File: config.mk
export PLATFORM = sky130hd
export DESIGN_NAME = spi_shift_engine
export DESIGN_NICKNAME = d
export VERILOG_FILES = /design/src/rtl/spi_pkg.sv /design/src/rtl/spi_baud_gen.sv /design/src/rtl/spi_shift_engine.sv
export SDC_FILE = /design/constraint.sdc
export NUM_CORES = 1
export LEC_CHECK = 0
export CORE_MARGIN = 5
export CORE_UTILIZATION = 52
export CTS_CLUSTER_DIAMETER = 150
export CTS_CLUSTER_SIZE = 10
export DETAILED_ROUTE_END_ITERATION = 8
export GPL_TIMING_DRIVEN = 0
export PLACE_DENSITY = 0.74
export SYNTH_ARGS = -nofsm -noshare
export SYNTH_HDL_FRONTEND = slang
export SYNTH_HIERARCHICAL = 1
export SYNTH_SLANG_ARGS = --single-unit
File: constraint.sdc
create_clock -name apb_clk_in -period 4 [get_ports apb_clk_in]
set_clock_uncertainty 0.05 [all_clocks]
set_input_delay 0.4 -clock apb_clk_in [delete_from_list [all_inputs] [get_ports apb_clk_in]]
set_output_delay 0.4 -clock apb_clk_in [all_outputs]
set_load 0.1 [all_outputs]
File: src/rtl/spi_pkg.sv
// ----------------------------------------------------------------------------
// spi_pkg
// Shared definitions for the SPI master serial engine:
//   - one-hot FSM state encoding
//   - data width and baud counter width
//   - helpers for half-period calculation and bit-order aware shifting
// ----------------------------------------------------------------------------
package spi_pkg;

   localparam int DATA_WIDTH = 8;
   localparam int BAUD_W     = 11;   // holds H up to 8 << 7 = 1024

   typedef enum logic [4:0] {
      ST_IDLE  = 5'b00001,
      ST_LEAD  = 5'b00010,
      ST_SHIFT = 5'b00100,
      ST_TRAIL = 5'b01000,
      ST_GAP   = 5'b10000
   } spi_state_e;

   // Half SCK period in clocks: (sppr + 1) << spr
   function automatic logic [BAUD_W-1:0] half_period(input logic [2:0] sppr,
                                                     input logic [2:0] spr);
      return (BAUD_W'(sppr) + BAUD_W'(1)) << spr;
   endfunction

   // Next bit to leave the shifter
   function automatic logic out_bit(input logic [DATA_WIDTH-1:0] d, input logic lsbfe);
      return lsbfe ? d[0] : d[DATA_WIDTH-1];
   endfunction

   // Drop the bit just driven
   function automatic logic [DATA_WIDTH-1:0] shift_out(input logic [DATA_WIDTH-1:0] d,
                                                       input logic lsbfe);
      return lsbfe ? (d >> 1) : (d << 1);
   endfunction

   // Insert a received bit so the first bit ends up in its proper position
   function automatic logic [DATA_WIDTH-1:0] shift_in(input logic [DATA_WIDTH-1:0] d,
                                                      input logic b, input logic lsbfe);
      return lsbfe ? {b, d[DATA_WIDTH-1:1]} : {d[DATA_WIDTH-2:0], b};
   endfunction

endpackage

File: src/rtl/spi_baud_gen.sv
// ----------------------------------------------------------------------------
// spi_baud_gen
// Half-period tick generator. A load captures H and restarts the count; while
// enabled, tick_out pulses for one clock every H clocks, the first one H
// clocks after the load.
//   apb_clk_in, apb_rstn_in : clock, async active-low reset
//   en_in                   : count enable
//   load_in                 : capture half_in and restart
//   half_in                 : half period in clocks (1..1024)
//   tick_out                : one-cycle pulse every H clocks
// ----------------------------------------------------------------------------
module spi_baud_gen
   import spi_pkg::*;
(
   input  logic              apb_clk_in,
   input  logic              apb_rstn_in,
   input  logic              en_in,
   input  logic              load_in,
   input  logic [BAUD_W-1:0] half_in,
   output logic              tick_out
);

   logic [BAUD_W-1:0] half_q;
   logic [BAUD_W-1:0] cnt_q;

   always_ff @(posedge apb_clk_in or negedge apb_rstn_in) begin
      if (!apb_rstn_in) begin
         half_q <= BAUD_W'(1);
         cnt_q  <= '0;
      end else if (load_in) begin
         half_q <= half_in;
         cnt_q  <= half_in - BAUD_W'(1);
      end else if (en_in) begin
         cnt_q  <= (cnt_q == '0) ? half_q - BAUD_W'(1) : cnt_q - BAUD_W'(1);
      end
   end

   assign tick_out = en_in && !load_in && (cnt_q == '0);

endmodule

File: src/rtl/spi_shift_engine.sv
// ----------------------------------------------------------------------------
// spi_shift_engine
// 8-bit SPI master serial engine behind the SPI register block.
//   apb_clk_in, apb_rstn_in : clock, async active-low reset
//   spe_in                  : enable; low aborts any transfer
//   cpol_in/cpha_in/lsbfe_in: SCK idle level, sample phase, bit order
//   sppr_in/spr_in          : baud prescaler / divider
//   tx_data_in, tx_load_in  : data register write into the 1-byte buffer
//   rx_clear_in             : clears SPIF and overrun
//   tx_empty_out (SPTEF), rx_data_out, rx_full_out (SPIF), overrun_out, busy_out
//   sck_out, mosi_out, miso_in, ss_n_out : SPI pins
// ----------------------------------------------------------------------------
module spi_shift_engine #(
   parameter int DATA_WIDTH = 8
) (
   input  logic                  apb_clk_in,
   input  logic                  apb_rstn_in,
   input  logic                  spe_in,
   input  logic                  cpol_in,
   input  logic                  cpha_in,
   input  logic                  lsbfe_in,
   input  logic [2:0]            sppr_in,
   input  logic [2:0]            spr_in,
   input  logic [DATA_WIDTH-1:0] tx_data_in,
   input  logic                  tx_load_in,
   input  logic                  rx_clear_in,
   output logic                  tx_empty_out,
   output logic [DATA_WIDTH-1:0] rx_data_out,
   output logic                  rx_full_out,
   output logic                  overrun_out,
   output logic                  busy_out,
   output logic                  sck_out,
   output logic                  mosi_out,
   input  logic                  miso_in,
   output logic                  ss_n_out
);

   import spi_pkg::*;

   spi_state_e            state_q, state_d;
   logic                  tx_full_q;
   logic [DATA_WIDTH-1:0] tx_buf_q, tx_sr_q, rx_sr_q, rx_data_q;
   logic [3:0]            edge_cnt_q;     // SCK edges done in SHIFT, 0..15
   logic                  cpha_q, lsbfe_q;
   logic                  sck_q, mosi_q, ss_n_q, rx_full_q, ovr_q;
   logic                  tick, start, edge_ev, sample_ev, drive_ev, complete, abort_ev;

   spi_baud_gen u_baud (
      .apb_clk_in  (apb_clk_in),
      .apb_rstn_in (apb_rstn_in),
      .en_in       (state_q != ST_IDLE),
      .load_in     (start),
      .half_in     (half_period(sppr_in, spr_in)),
      .tick_out    (tick)
   );

   // ---- FSM: state register ----
   always_ff @(posedge apb_clk_in or negedge apb_rstn_in) begin
      if (!apb_rstn_in) state_q <= ST_IDLE;
      else              state_q <= state_d;
   end

   // ---- FSM: next state ----
   always_comb begin
      state_d = state_q;
      case (state_q)
         ST_IDLE:  if (spe_in && tx_full_q)             state_d = ST_LEAD;
         ST_LEAD:  if (tick)                            state_d = ST_SHIFT;
         ST_SHIFT: if (tick && edge_cnt_q == 4'd15)     state_d = ST_TRAIL;
         ST_TRAIL: if (tick)                            state_d = ST_GAP;
         ST_GAP:   if (tick)                            state_d = ST_IDLE;
         default:                                       state_d = ST_IDLE;
      endcase
      if (!spe_in) state_d = ST_IDLE;
   end

   // ---- FSM: outputs / datapath strobes ----
   // edge_cnt_q[0]==0 marks an odd edge (1,3,..). cpha=0 samples odd edges,
   // cpha=1 samples even edges; the other edges drive. Edge 16 never drives
   // (it would push a ninth bit).
   always_comb begin
      start     = (state_q == ST_IDLE) && spe_in && tx_full_q;
      edge_ev   = (state_q == ST_SHIFT) && tick && spe_in;
      sample_ev = edge_ev && (edge_cnt_q[0] == cpha_q);
      drive_ev  = edge_ev && (edge_cnt_q[0] != cpha_q) && (edge_cnt_q != 4'd15);
      complete  = (state_q == ST_TRAIL) && tick && spe_in;
      abort_ev  = (state_q != ST_IDLE) && !spe_in;
      busy_out  = (state_q != ST_IDLE);
   end

   // ---- transmit buffer ----
   always_ff @(posedge apb_clk_in or negedge apb_rstn_in) begin
      if (!apb_rstn_in) begin
         tx_full_q <= 1'b0;
         tx_buf_q  <= '0;
      end else if (abort_ev || start) begin
         tx_full_q <= 1'b0;
      end else if (tx_load_in && spe_in && !tx_full_q) begin
         tx_full_q <= 1'b1;
         tx_buf_q  <= tx_data_in;
      end
   end

   // ---- shifters ----
   // With cpha=0 the first bit goes out as LEAD is entered, so the
   // shifter is loaded with that bit already consumed.
   always_ff @(posedge apb_clk_in or negedge apb_rstn_in) begin
      if (!apb_rstn_in) begin
         cpha_q     <= 1'b0;
         lsbfe_q    <= 1'b0;
         edge_cnt_q <= '0;
         tx_sr_q    <= '0;
         rx_sr_q    <= '0;
         mosi_q     <= 1'b0;
      end else if (start) begin
         cpha_q     <= cpha_in;
         lsbfe_q    <= lsbfe_in;
         edge_cnt_q <= '0;
         rx_sr_q    <= '0;
         tx_sr_q    <= cpha_in ? tx_buf_q : shift_out(tx_buf_q, lsbfe_in);
         if (!cpha_in) mosi_q <= out_bit(tx_buf_q, lsbfe_in);
      end else begin
         if (edge_ev)   edge_cnt_q <= edge_cnt_q + 4'd1;
         if (sample_ev) rx_sr_q    <= shift_in(rx_sr_q, miso_in, lsbfe_q);
         if (drive_ev) begin
            mosi_q  <= out_bit(tx_sr_q, lsbfe_q);
            tx_sr_q <= shift_out(tx_sr_q, lsbfe_q);
         end
      end
   end

   // ---- pins ----
   always_ff @(posedge apb_clk_in or negedge apb_rstn_in) begin
      if (!apb_rstn_in) begin
         sck_q  <= 1'b0;
         ss_n_q <= 1'b1;
      end else begin
         if (state_q == ST_IDLE || abort_ev) sck_q <= cpol_in;
         else if (edge_ev)                   sck_q <= ~sck_q;
         ss_n_q <= !(state_d == ST_LEAD || state_d == ST_SHIFT || state_d == ST_TRAIL);
      end
   end

   // ---- receive status; a completion outranks a same-cycle clear ----
   always_ff @(posedge apb_clk_in or negedge apb_rstn_in) begin
      if (!apb_rstn_in) begin
         rx_full_q <= 1'b0;
         ovr_q     <= 1'b0;
         rx_data_q <= '0;
      end else begin
         if (rx_clear_in) begin
            rx_full_q <= 1'b0;
            ovr_q     <= 1'b0;
         end
         if (complete) begin
            if (rx_full_q && !rx_clear_in) begin
               ovr_q <= 1'b1;
            end else begin
               rx_data_q <= rx_sr_q;
               rx_full_q <= 1'b1;
            end
         end
      end
   end

   assign tx_empty_out = !tx_full_q;
   assign rx_data_out  = rx_data_q;
   assign rx_full_out  = rx_full_q;
   assign overrun_out  = ovr_q;
   assign sck_out      = sck_q;
   assign mosi_out     = mosi_q;
   assign ss_n_out     = ss_n_q;

endmodule

; ---- Word-level counts from Yosys, hierarchy flattened
; Cells that the tools add are included.
[totals]
ff_bits = 71
input_bits = 23
output_inout_bits = 15
wordCells = 110
[op_classes]
add_sub_neg = 5
n_eq_ne = 14
n_shift = 1
mux = 35
bitwise_logic = 3
reduce_logical = 36
[ops]
columns = operator, count
row1 = 8-bit 2-to-1 mux, 8
row2 = 11-bit 2-to-1 mux, 3
row3 = "11-bit by 1-bit subtractor with 11-bit output, second input constant", 3
row4 = 5-bit 2-to-1 mux, 6
row5 = 5-bit case mux with 5 select lines, 1
row6 = 1-bit logical AND, 17
row7 = 1-bit 2-to-1 mux, 15
row8 = 2-bit nonzero test, 6
row9 = 11-bit logical NOT, 1
row10 = 4-bit by 3-bit << shifter with 11-bit output, 1
row11 = "5-bit by 2-bit equality test with 1-bit output, second input constant", 2
row12 = "5-bit by 3-bit equality test with 1-bit output, second input constant", 2
row13 = "5-bit by 4-bit equality test with 1-bit output, second input constant", 2
row14 = 4-bit 2-to-1 mux, 2
row15 = 2-bit AND reduction, 3
row16 = "5-bit by 1-bit equality test with 1-bit output, second input constant", 1
row17 = "5-bit equality test, second input constant", 1
row18 = 1-bit logical NOT, 5
row19 = "5-bit by 1-bit inequality test with 1-bit output, second input constant", 1
row20 = "3-bit by 1-bit adder with 4-bit output, second input constant", 1
row21 = "4-bit by 1-bit adder with 4-bit output, second input constant", 1
row22 = "4-bit equality test, second input constant", 1
row23 = 1-bit logical OR, 4
row24 = "4-bit inequality test, second input constant", 1
row25 = 4 further kinds, 6

; ---- Depth between registers and ports, before layout
; Gate-level depths: netlist (run 1).
[logic_depth]
word_depth = 14
ltp_mapped = 16
depth_no_buf = 11

; ---- Modules after synthesis
; Netlist (run 1), hierarchy kept.
[by_module_without_submodules]
columns = module, instances, cells_each, area_each_um2, seq_area_each_um2
row1 = spi_shift_engine, 1, 294, 2857.7, 1228.7
row2 = spi_baud_gen, 1, 158, 1363.8, 551.8

; ---- Worst setup path after synthesis (run 1)
; No wires, ideal clock.
[synth_path]
path_type = flip-flop to flip-flop
startpoint = register state_q[0]
endpoint = register u_baud.cnt_q[8]
setup_ns = 0.137
arrival_time_ns = 3.810
required_time_ns = 3.813
path_slack_ns = 0.003
stages_incl_launch_ff = 17
n_path_buf = 6
period_less_slack_ns = 3.997
cell_sequence = dfstp_2 -> and2b_1 -> and4bb_2 -> buf_4 -> buf_2 -> buf_2 -> buf_2 -> buf_1 -> clkbuf_1 -> nor2_1 -> a21oi_1 -> ha_1 -> o21ai_0 -> a311oi_1 -> or3b_1 -> a31oi_1 -> a21oi_1
[synth_via]
elab_chain_len = 4
[synth_lines]
columns = item, line
row1 = "start, declared", spi_shift_engine.sv:40  ; spi_state_e state_q, state_d;
row2 = "start signal, assigned", spi_shift_engine.sv:60  ; else state_q <= state_d;
row3 = 5-bit by 1-bit equality test with 1-bit output *, spi_shift_engine.sv:82  ; start = (state_q == ST_IDLE) && spe_in && tx_full_q;
row4 = 1-bit logical AND * (2 in series), spi_shift_engine.sv:82
row5 = named net start, spi_shift_engine.sv:46  ; logic tick, start, edge_ev, sample_ev, drive_ev, complete, abort_ev;
row6 = 11-bit 2-to-1 mux or 2-bit nonzero test (tied branches), --
row7 = "end signal, assigned", spi_baud_gen.sv:32  ; cnt_q <= half_in - BAUD_W'(1);
row8 = "end signal, assigned", spi_baud_gen.sv:34  ; cnt_q <= (cnt_q == '0) ? half_q - BAUD_W'(1) : cnt_q - BAUD_W'(1);
row9 = "end, declared", spi_baud_gen.sv:24  ; logic [BAUD_W-1:0] cnt_q;
; Mark *: on every way through the listed nets, which the timed path passes. The rest lies on a longest branch.
; A chain may end at the register's enable or synchronous reset.

; ---- Worst setup path after layout (run 1)
[layout_path]
startpoint = register state_q[0]
endpoint = register u_baud.cnt_q[8]
[layout_via]
elab_chain_len = 4
[layout_lines]
columns = item, line
row1 = 5-bit by 1-bit equality test with 1-bit output, spi_shift_engine.sv:82
row2 = 1-bit logical AND (2 in series), spi_shift_engine.sv:82
row3 = 11-bit 2-to-1 mux or 2-bit nonzero test (tied branches), --
; Parallel ways exist; a longest one is shown, timed or not.

==> impl_metrics.ini, run 1 <==
[run_status]
status = complete, no violations

[logic_synthesis]
synth_top_area_share_pct = 40.31
synth_top_cell_by_area = dfrtp_1
synth_edf_count = 0
synthSimpleGateAreaFrac_pct = 20.30
ys_warn_count = 6
synthMuxAreaShare_pct = 13.43
synth_xor_xnor_area_share_pct = 2.697
synth_cell_types = 59
syn-cell-area_um2 = 4222
synth_cells = 452
ys_async_sr_fraction_pct = 100.0
ys_top_cells_by_area = dfrtp_1, mux2_2, mux2i_1
seq_area_frac_synth_pct = 42.18
ys_ff_latch = 71
synthAdderAreaFrac_pct = 0.8892
synth_top_family_by_area = simple AND/OR/NAND/NOR gates
synth.avg_cell_area_um2 = 9.340
synth-compound-area-share_pct = 16.21
ys.flop_type = dfrtp_1
synth_nets = 478

[clocking]
cts-root-buf = clkbuf_8
clkTransAtPathRegs_ns = 0.09
clkSinkCount = 71
clock_path_buffers = 2
clkLatencyLatePin_ns = 0.35
cts_buffers = 9
cts_tree = built
htreeDepth = 3

[global_routing]
grt_pass1_wl_mm = 16.13
grt_pass1_vias = 3342
grt_max_degree = 72
track_usage_pct = 19.90
overflow = 0
antenna_found_initial = 0

[timing]
tightest_slew_ns = 0.9844
maxSlewViolCount = 0
post-route-min-period_ns = 3.775
setup_violations = 0
worst_slack_ns = 0.2253
hold_violations = 0
maxSlewHeadroom_pct = 34.17
rsz0062_at_grt = no
timing.fmax_ghz = 0.2649
fin_crit_sh_pct = 94.37

[worst_setup_path]
r2r_cells = 13
crit_end = u_baud/cnt_q[8]
crit_type = reg -> reg
rrSetupSlack_ns = 0.23
end_kind = register
r2r_end = u_baud/cnt_q[8]
start_kind = register
r2r-start = state_q[0]
critPathRequiredTime_ns = 4.17
crit_arrival_ns = 3.94
cp-startpoint = state_q[0]
path_max_fanout = 33

[power]
vdd_drop_max_mv = 0.4030
power.total_w = 0.003509
cellLeakagePower_nw = 2.122
p_per_area_nw_per_um2 = 712.2

[floorplan]
row_count = 32
die-area_um2 = 10020
die_width_um = 100.1
pin_count = 38
core_area_um2 = 7807
fp.dieH_um = 100.1
start_util_pct = 54.07

[final_layout]
layout_common_cells = dfrtp_1, nor2_1, nand2_1, o21ai_0, clkdlybuf4s50_1
fin_nets = 521
stdcell_area_um2 = 4927
finish.utilization_pct = 63.11
fillers = 664
diodes = 0
drive_above_1_share_pct = 16.80
final_common_cell = dfrtp_1
syn_to_final_growth_pct = 16.72

[placed_design]
portBuffers = 34
place_congestion = 0.8971
dpl_worst_slack_ns = -1.110
dpl.hpwl_mm = 6.845
post_dp_cell_area_um2 = 4687

[detailed_routing]
drt-wirelength-per-cell_um = 15.53
viasPerCell = 5.671
drt_iter0_markers = 122
drc = 0
wl_mm = 9.347
dr.pass1.iters = 4
ant_nets = 0
num_vias = 3414

[min_path]
hold_class = in -> async

[job]
maxCapViolCount = 0
## repair_timing
action	CTS	global route
gates resized for setup	4	3
endpoints found under the setup margin	4	2
pin swaps	0	1
buffers inserted	0	1
hold buffers	0	0
cloned	0	0
## Yosys cell counts, types with 4 or more instances
cell type	number
a21oi_1	30
a31oi_1	12
and3_1	5
buf_2	10
clkbuf_1	9
dfrtp_1	68
inv_1	16
mux2_2	29
mux2i_1	24
nand2_1	47
nand2b_1	5
nand3_1	6
nand4_1	5
nor2_1	49
nor2b_1	7
nor3_1	10
nor3b_1	4
o21a_1	4
o21ai_0	37
or2_2	4
xnor2_1	6
xor2_1	7
## power breakdown
part	switching (W)	internal (W)
registers	0.000192	0.000937
logic	0.00104	0.000674
clock network	0.000304	0.000359
## critical path, stage by stage, from the launching register on
cell	delay (ns)
dfstp_2	0.63
and2b_1	0.22
and4bb_2	0.32
buf_8	0.23
buf_4	0.27
clkbuf_4	0.24
nor2_1	0.06
a21oi_1	0.16
ha_1	0.21
o21ai_0	0.15
a311oi_2	0.37
or3b_1	0.40
a31oi_1	0.22
a21oi_1	0.10
## layer usage
metal	up-vias	track usage, %	wire (µm)
li1	1698	-	-
met1	1633	25.57	4191
met2	72	34.22	4720
met3	11	4.378	353
met4	0	4.974	82
met5	-	0	0
## area by class of cell
class                   count  area [µm²]  area share, %
multi-input cells         340        2266          45.99
repair buffers             35       345.3          7.009
inverters                  17       63.81          1.295
well taps                 102       127.6          2.590
clock buffers               9       123.9          2.514
clock inverters             7       102.6          2.082
plain buffers              21       117.6          2.387
flip-flops and latches     71        1780          36.14
## worst min-delay path by stage
stage / endpoint / slack [ns] / cells after the start
after floorplan: cpha_q / 0.05 / 0
after global placement: u_baud/half_q[0] / 0.42 / 2
after detailed placement: u_baud/half_q[0] / 0.42 / 2
after CTS: rx_data_out[2] / 0.16 / 1
after global routing: u_baud/cnt_q[2] / 0.19 / 1
final: u_baud/cnt_q[2] / 0.1 / 1
## state kept, by name, summed over array words and instances (netlist names)
name,flops
mosi_out,1
ss_n_out,1
state_q,5
u_baud/half_q,11
tx_full_q,1
lsbfe_q,1
edge_cnt_q,4
tx_buf_q,8
sck_out,1
rx_full_out,1
cpha_q,1
rx_data_out,8
u_baud/cnt_q,11
tx_sr_q,8
rx_sr_q,8
overrun_out,1
## through the flow
stage                     TNS, ns  hold WS [ns]  instances
final                           0       0.09990        602
after global routing            0        0.1875        602
after CTS                       0        0.1579        602
after detailed placement   -3.235        0.4245        588
after global placement     -3.262        0.4203        588
after floorplan                 0       0.05441        452
## cell families (layout without fill, tap and decap cells)
family                     after synthesis  in the layout
and+or+nand+nor                        164            164
AOI/OAI and AO/OA                      107            107
DFF                                     71             71
muxes                                   53             53
buffers and inverters                   41             89
xor gates and xnor gates                13             13
adders and majority gates                3              3
(Power assumes the default switching activity.)
==> inputs of run 2 (changes only) <==
Settings changed: CAP_MARGIN set to 20.
==> results of run 2 <==
The final DEF is identical to that of run 1; final timing and power are the same.
==> inputs of run 3 (changes only) <==
Settings changed: CAP_MARGIN 20 to 30, CORE_MARGIN 5 to not set.
==> run 3 against run 2 <==
  * Total power shrank 0.13%
  * Core utilization about the same
  * Die area fell by 15%
  * Routed wire length rose by 0.77%
  * Critical path depth did not move
  * Count of clock-buffer cells in the layout increased by 1
  * Via count is 0.53% higher
==> impl_metrics.ini, run 3 (synthesis gave the netlist of run 1 again) <==
[global_routing]
grt_pass1_vias = 3471
grt_pass1_wl_mm = 16.25
overflow = 0
antenna_found_initial = 0
track_usage_pct = 24.27
grt_max_degree = 72

[power]
cellLeakagePower_nw = 2.129
p_per_area_nw_per_um2 = 711.8
power.total_w = 0.003505
vdd_drop_max_mv = 0.3840

[timing]
setup_violations = 0
rsz0062_at_grt = no
finalSetupTns_ns = 0
maxSlewHeadroom_pct = 34.49
maxSlewViolCount = 0
whs_ns = 0.1246
worst_slack_ns = 0.3064
tightest_slew_ns = 0.9796
timing.fmax_ghz = 0.2707
hold_violations = 0
post-route-min-period_ns = 3.694
fin_crit_sh_pct = 92.34

[clocking]
cts_tree = built
clkTransAtPathRegs_ns = 0.07
clkSinkCount = 71
clock_path_buffers = 2
cts-root-buf = clkbuf_8
cts_buffers = 9
ctsHoldBuffers = 0
clkLatencyLatePin_ns = 0.35
htreeDepth = 3

[run_status]
status = complete, no violations

[final_layout]
multiInputGateArea_um2 = 2266
final_common_cell = dfrtp_1
regArea_um2 = 1780
syn_to_final_growth_pct = 16.63
fillers = 658
drive_above_1_share_pct = 16.80
stdcell_area_um2 = 4923
largestRegisters = u_baud/cnt_q: 11 flops, u_baud/half_q: 11 flops
layout_common_cells = dfrtp_1, nor2_1, nand2_1, o21ai_0, clkdlybuf4s50_1
fin_nets = 521
diodes = 0

[detailed_routing]
wl_mm = 9.419
drt-wirelength-per-cell_um = 15.65
dr.pass1.iters = 5
num_vias = 3432
drc = 0
viasPerCell = 5.701
drt_iter0_markers = 167
ant_nets = 0

[floorplan]
die-area_um2 = 8482
start_util_pct = 54.07
die_width_um = 92.10
fp.dieH_um = 92.10
pin_count = 38
row_count = 32
core_area_um2 = 7807

[placed_design]
place_congestion = 0.9136
post_dp_cell_area_um2 = 4687
dpl_worst_slack_ns = -1.092
portBuffers = 34
dpl.hpwl_mm = 6.849

[worst_setup_path]
end_kind = register
path_max_fanout = 33
r2r_end = u_baud/cnt_q[10]
r2r_cells = 13
start_kind = register
critPathRequiredTime_ns = 4.24
crit_arrival_ns = 3.93
rrSetupSlack_ns = 0.31
r2r-start = state_q[0]
crit_type = reg -> reg

[min_path]
hold_class = in -> async

[job]
maxCapViolCount = 0
[run 3: per-stage QoR]
stage	instances	utilization, %
global placement	588	60.06
CTS	602	62.88
global route	602	63.06
floorplan	452	-
detailed placement	588	60.03
finish	602	63.06
[run 3: worst max-delay path, cell delays in order, from the launching register on]
cell      delay, ns
dfstp_2        0.63
and2b_1        0.21
and4bb_2       0.32
buf_8          0.25
buf_6          0.21
buf_2          0.24
nor2_1         0.07
a21oi_1        0.16
ha_1           0.21
o21ai_0        0.14
a311oi_2       0.39
nor2b_4        0.26
nor4b_1        0.32
a211o_1        0.14
[run 3: cell type report]
class	count	area share [%]
buffer	21	2.414
clock buffer	10	2.795
clock inverter	6	1.703
inverter	17	1.296
multi-input combinational	340	46.02
sequential	71	36.16
tap	102	2.592
timing repair buffer	35	7.014
[run 3: power breakdown]
part / switching [W] / leakage (nW) / total (W) / internal, W
combinational: 0.00106 / 1.10 / 0.00173 / 0.000675
clock: 0.000270 / 0.116 / 0.000635 / 0.000366
sequential: 0.000197 / 0.911 / 0.00113 / 0.000938
[run 3: routing by layer]
metal / vias to the layer above / share of wire [%] / GRT usage, %
li1: 1689 / - / -
met1: 1664 / 44 / 29.47
met2: 63 / 51 / 43.03
met3: 16 / 3.1 / 4.561
met4: 0 / 1.7 / 8.203
met5: - / 0 / 0
[run 3: worst max-delay path by stage]
stage / startpoint / end / cells after the start
floorplan: state_q[0] / u_baud/cnt_q[8] / 16
global placement: spe_in / u_baud/cnt_q[8] / 17
detailed placement: spe_in / u_baud/cnt_q[10] / 17
CTS: state_q[0] / u_baud/cnt_q[8] / 14
global route: state_q[0] / u_baud/cnt_q[8] / 13
finish: state_q[0] / u_baud/cnt_q[10] / 13
[run 3: what timing repair did]
item                                    in CTS  in global routing
endpoints found under the setup margin       4                  2
endpoints found under the hold margin        0                  0
setup buffers                                0                  1
gates resized for setup                      3                  4
gates cloned                                 0                  0
pin swaps                                    0                  1
